<file path="config.mk">
export PLATFORM = sky130hd
export DESIGN_NAME = seq_pattern_gen
export DESIGN_NICKNAME = d
export VERILOG_FILES = /design/src/rtl/seq_pattern_gen.sv
export SDC_FILE = /design/constraint.sdc
export NUM_CORES = 1
export LEC_CHECK = 0
export ABC_AREA = 1
export BUFFER_PORTS_ARGS = -buffer_cell sky130_fd_sc_hd__buf_2
export CAP_MARGIN = 20
export CORE_MARGIN = 1
export CORE_UTILIZATION = 59
export DETAILED_ROUTE_END_ITERATION = 10
export HOLD_SLACK_MARGIN = 0.15
export PLACE_DENSITY = 0.79
export SLEW_MARGIN = 20
export SYNTH_ARGS = -nofsm -noshare
export SYNTH_HDL_FRONTEND = slang
export SYNTH_SLANG_ARGS = --single-unit
</file>
<file path="constraint.sdc">
create_clock -name clk -period 3.9 [get_ports clk]
set_input_delay 0.195 -clock clk [delete_from_list [all_inputs] [get_ports clk]]
set_output_delay 0.195 -clock clk [all_outputs]
set_load 0.005 [all_outputs]
</file>
<file path="src/rtl/seq_pattern_gen.sv">
// Serial pattern transmitter: sends a captured pattern MSB-first, reps times, with zero-filled gaps between repetitions.
// Optional even-parity bit after each pattern when SEQ_PATTERN_GEN_PARITY_EN is defined.
module seq_pattern_gen #(
  parameter int PATTERN_W = 4,
  parameter int CNT_W     = 4,
  parameter int GAP_W     = 3
) (
  input  logic                 clk,
  input  logic                 rst,
  input  logic                 start,
  input  logic [PATTERN_W-1:0] pattern,
  input  logic [CNT_W-1:0]     reps,
  input  logic [GAP_W-1:0]     gap,
  output logic                 ready,
  output logic                 busy,
  output logic                 o,
  output logic                 o_valid,
  output logic                 done
);

  localparam int IDX_W = (PATTERN_W > 1) ? $clog2(PATTERN_W) : 1;
  localparam logic [IDX_W-1:0] LAST_IDX = IDX_W'(PATTERN_W - 1);

  typedef enum logic [2:0] {
    S_IDLE  = 3'd0,
    S_SHIFT = 3'd1,
    S_GAP   = 3'd2,
    S_PAR   = 3'd3,
    S_DONE  = 3'd4
  } state_t;

  state_t               state_q, state_d;
  logic [PATTERN_W-1:0] pattern_q, pattern_d;
  logic [CNT_W-1:0]     rep_left_q, rep_left_d;
  logic [GAP_W-1:0]     gap_len_q, gap_len_d;
  logic [GAP_W-1:0]     gap_cnt_q, gap_cnt_d;
  logic [IDX_W-1:0]     bit_idx_q, bit_idx_d;
  logic                 o_q, o_d;
  logic                 o_valid_q, o_valid_d;
  logic                 ready_q, ready_d;
  logic                 busy_q, busy_d;
  logic                 done_q, done_d;
  logic                 pat_end;

  // Handshake: start is sampled only while ready is high (IDLE); a start
  // with reps==0 is dropped. There is no back-pressure on the serial side.
  always_comb begin
    state_d    = state_q;
    pattern_d  = pattern_q;
    rep_left_d = rep_left_q;
    gap_len_d  = gap_len_q;
    gap_cnt_d  = gap_cnt_q;
    bit_idx_d  = bit_idx_q;
    pat_end    = 1'b0;

    case (state_q)
      S_IDLE: begin
        if (start && (reps != '0)) begin
          pattern_d  = pattern;
          rep_left_d = reps;
          gap_len_d  = gap;
          bit_idx_d  = LAST_IDX;
          state_d    = S_SHIFT;
        end
      end
      S_SHIFT: begin
        if (bit_idx_q == '0) begin
`ifdef SEQ_PATTERN_GEN_PARITY_EN
          state_d = S_PAR;
`else
          pat_end = 1'b1;
`endif
        end else begin
          bit_idx_d = bit_idx_q - 1'b1;
        end
      end
`ifdef SEQ_PATTERN_GEN_PARITY_EN
      S_PAR: pat_end = 1'b1;
`endif
      S_GAP: begin
        if (gap_cnt_q == GAP_W'(1)) begin
          bit_idx_d = LAST_IDX;
          state_d   = S_SHIFT;
        end else begin
          gap_cnt_d = gap_cnt_q - 1'b1;
        end
      end
      S_DONE:  state_d = S_IDLE;
      default: state_d = S_IDLE;
    endcase

    // End of one repetition: finish, insert a gap, or restart back-to-back.
    if (pat_end) begin
      rep_left_d = rep_left_q - 1'b1;
      if (rep_left_q == CNT_W'(1)) begin
        state_d = S_DONE;
      end else if (gap_len_q != '0) begin
        gap_cnt_d = gap_len_q;
        state_d   = S_GAP;
      end else begin
        bit_idx_d = LAST_IDX;
        state_d   = S_SHIFT;
      end
    end

    // Outputs are decoded from the next state so they register in step with it.
    o_d = 1'b0;
    case (state_d)
      S_SHIFT: o_d = pattern_d[bit_idx_d];
`ifdef SEQ_PATTERN_GEN_PARITY_EN
      S_PAR:   o_d = ^pattern_d;
`endif
      default: o_d = 1'b0;
    endcase
    o_valid_d = (state_d == S_SHIFT) || (state_d == S_GAP) || (state_d == S_PAR);
    busy_d    = o_valid_d;
    done_d    = (state_d == S_DONE);
    ready_d   = (state_d == S_IDLE);
  end

  always_ff @(posedge clk) begin
    if (rst) begin
      state_q    <= S_IDLE;
      pattern_q  <= '0;
      rep_left_q <= '0;
      gap_len_q  <= '0;
      gap_cnt_q  <= '0;
      bit_idx_q  <= '0;
      o_q        <= 1'b0;
      o_valid_q  <= 1'b0;
      ready_q    <= 1'b1;
      busy_q     <= 1'b0;
      done_q     <= 1'b0;
    end else begin
      state_q    <= state_d;
      pattern_q  <= pattern_d;
      rep_left_q <= rep_left_d;
      gap_len_q  <= gap_len_d;
      gap_cnt_q  <= gap_cnt_d;
      bit_idx_q  <= bit_idx_d;
      o_q        <= o_d;
      o_valid_q  <= o_valid_d;
      ready_q    <= ready_d;
      busy_q     <= busy_d;
      done_q     <= done_d;
    end
  end

  assign o       = o_q;
  assign o_valid = o_valid_q;
  assign ready   = ready_q;
  assign busy    = busy_q;
  assign done    = done_q;

endmodule

</file>
==> impl_metrics.toml <==
[cells_and_area]
fin_nets = 220
diodes = 0
drive_above_1_share_pct = 22.4
fill_cells = 182
syn2layout_area_growth_pct = 16.1
design_area_um2 = 1430

[timing]
fmax_ghz = 0.626
setup_tns_ns = 0
finalHoldViolations = 0
maxSlewHeadroom_pct = 74.9
period_needed_ns = 1.60
grt_setup_unrepaired = "false"
slew_violations = 0
setup_slack_ns = 2.30
finClkSkew_ns = 0.00946
fin_crit_sh_pct = 40.9
worstMarginPinSlew_ns = 0.373
setup_violations = 0

[cts]
clk_pin_slew_worst_paths_ns = 0.13
cts_tree = "yes"
clk_path_buf_depth = 2
cts-buffers-inserted = 3
cts_root_buffer = "clkbuf_4"
clock_latency_ns = 0.32
clock_sinks = 23
cts_hold_buf = 7
htreeDepth = 1
cts_resized = 0
postCtsSetupRepairBufs = 0

[critical_path]
start_kind = "flip-flop"
crit_path_end_kind = "flip-flop"
crit_fanout = 13
r2r_setup_slack_ns = 2.30
cp_common_cell = "nand2_1"
r2r_cells = 11
crit_buf_inv = 2
crit_chain = "inv_1 -> nand2_1 -> nor2_2 -> nand3_2 -> inv_2 -> nand2_1 -> nand2_1 -> nand2_1 -> nand3_1 -> nand2_1 -> nor2_1"
crit_path_top_delay_cell = "dfxtp_1"
endpoint = "o"
cpLargestDelayFamily = "simple AND/OR/NAND/NOR gates"
r2r_start = "state_q[2]"
startpoint = "state_q[2]"
crit_path_max_incr_delay_ns = 0.36
crit_cells = 11
crit_arrival_ns = 1.87
r2r-end = "o"
cp.required_ns = 4.17
critPathKind = "flip-flop to flip-flop"

[place]
post_dp_cell_area_um2 = 1330
place_congestion = 0.836
portBuffers = 18
dp_hpwl_um = 1830
dp_slack_ns = 2.34

[synth]
async_reset_ff_share_pct = 0
yosysSeqAreaShare_pct = 37.4
synth_cells = 176
syn-cell-area_um2 = 1230
synthFlopType = "dfxtp_1"
yosys_warnings = 0
ys_types = 28
synth_edf_count = 0
postSynthAreaPerCell_um2 = 7.00
synth-seq-cells = 23
syn-num-nets = 194

[floorplan]
core_area_um2 = 1960
die_h_um = 47.7
die-area_um2 = 2280
num_rows = 16
boundaryPins = 19
dieWidth_um = 47.7
initial_core_util_pct = 62.8

[min_path]
hold_class = "primary input to flip-flop"

[power]
ir_worst_vdd_uv = 329
p_total_w = 0.000779
pwr_density_cell_nw_per_um2 = 544
leakagePower_nw = 0.710

[route]
wl_met3_um = 58
finalWirelength_um = 2440
wl_per_cell_um = 10.7
drt_iter0_markers = 8
top_layer_used = "met4"
drc = 0
met1_length_um = 1060
dr_total_vias = 1138
wl_met2_um = 1280
dr.pass1.iters = 4
viasPerCell = 4.99
drtAntennaViolNets = 0

[job]
drv_cap = 0

[status]
status = "finished, final reports clean"

[grt]
grt-ovfl-total = 0
grt_pass1_wl_um = 3910
gr-usage-all-layers_pct = 24.9
grt_pass1_vias = 988
antenna_found_initial = 0
grt_max_degree = 18
cell usage in the layout (no fill, tap or decap):
master / count
inv_4: 1
nor3_2: 1
nor3_1: 4
ha_1: 4
nor2_2: 5
o21ai_0: 5
clkinv_2: 1
nand3_1: 3
clkbuf_4: 3
xnor2_1: 1
nand2_2: 3
or2_0: 1
o21ai_2: 1
buf_2: 18
clkinv_1: 1
nand2_4: 1
o21ai_1: 4
nor2_1: 17
o211ai_1: 1
nand2_1: 54
inv_2: 6
xor2_1: 1
nand3_2: 2
nor2_8: 2
nand3_4: 1
a31oi_1: 1
inv_1: 16
dlygate4sd3_1: 7
a21oi_1: 13
dfxtp_1: 23
cell usage after synthesis (2+ instances only):
cell / count / area [um2]
inv_1: 16 / 60.1
o21ai_0: 5 / 25.0
dfxtp_1: 23 / 460
nand3_2: 2 / 20.0
ha_1: 4 / 50.1
buf_4: 2 / 15.0
nand2_2: 3 / 18.8
nand2_1: 54 / 203
nor3_1: 4 / 20.0
o21ai_1: 4 / 20.0
clkbuf_1: 2 / 7.51
nor2_1: 17 / 63.8
inv_2: 6 / 22.5
nor2_2: 5 / 31.3
a21oi_1: 13 / 65.1
nor2_8: 2 / 40.0
nand3_1: 3 / 15.0
per-stage QoR:
step	cells	hold slack (ns)	utilization [%]
global route	228	0.172	73.0
CTS	228	0.153	73.0
global placement	217	0.444	68.0
floorplan	176	0.358	-
detailed placement	217	0.458	68.0
finish	228	0.158	73.0
cells by family after synthesis:
family	after synthesis	share of synthesized area [%]
compound gates	25	10.8
xor+xnor	2	1.42
fa+ha+maj	4	4.06
buf+inv	28	9.34
flops	23	37.4
simple gates	94	37.1
per-layer routing:
layer  GRT usage [%]  vias up
met5               0        -
met1            28.3      516
met2            46.2       18
li1                -      599
met4            10.0        0
met3            3.40        5
cell type report:
type / count / area, um2 / share of cell area, %
multi-input cells: 125 / 657 / 45.9
clock inverters: 1 / 5.00 / 0.350
flip-flops and latches: 23 / 460 / 32.2
clock buffers: 3 / 22.5 / 1.57
repair buffers: 25 / 160 / 11.2
well taps: 27 / 33.8 / 2.36
inverters: 24 / 92.6 / 6.47
sequential cells by signal (all words and copies together), names as in the netlist:
| register | cells |
|---|---|
| gap_len_q | 3 |
| gap_cnt_q | 3 |
| state_q | 3 |
| pattern_q | 4 |
| bit_idx_q | 2 |
| busy | 1 |
| o | 1 |
| ready | 1 |
| rep_left_q | 4 |
| done | 1 |
power breakdown:
group | internal (W) | leakage, nW | switching [W]
logic | 0.000127 | 0.503 | 0.000218
registers | 0.000286 | 0.189 | 0.0000353
clock network | 0.0000385 | 0.0177 | 0.0000736
total | 0.000452 | 0.710 | 0.000327
worst min path at each step:
stage	from	end	slack, ns	depth (start not counted)
6_report	reps[1]	rep_left_q[1]	0.16	3
5_1_grt	reps[1]	rep_left_q[1]	0.17	3
4_1_cts	reps[1]	rep_left_q[1]	0.15	3
3_5_place_dp	gap[1]	gap_len_q[1]	0.46	3
3_3_place_gp	gap[1]	gap_len_q[1]	0.44	3
2_1_floorplan	gap[0]	gap_len_q[0]	0.36	2
worst reg2reg max path, cell delays in order (launching register included):
cell     delay (ns)
dfxtp_1        0.36
inv_1          0.06
nand2_1        0.08
nor2_2         0.15
nand3_2        0.25
inv_2          0.22
nand2_1        0.09
nand2_1        0.08
nand2_1        0.06
nand3_1        0.08
nand2_1        0.06
nor2_1         0.07
(Power assumes the default switching activity.)
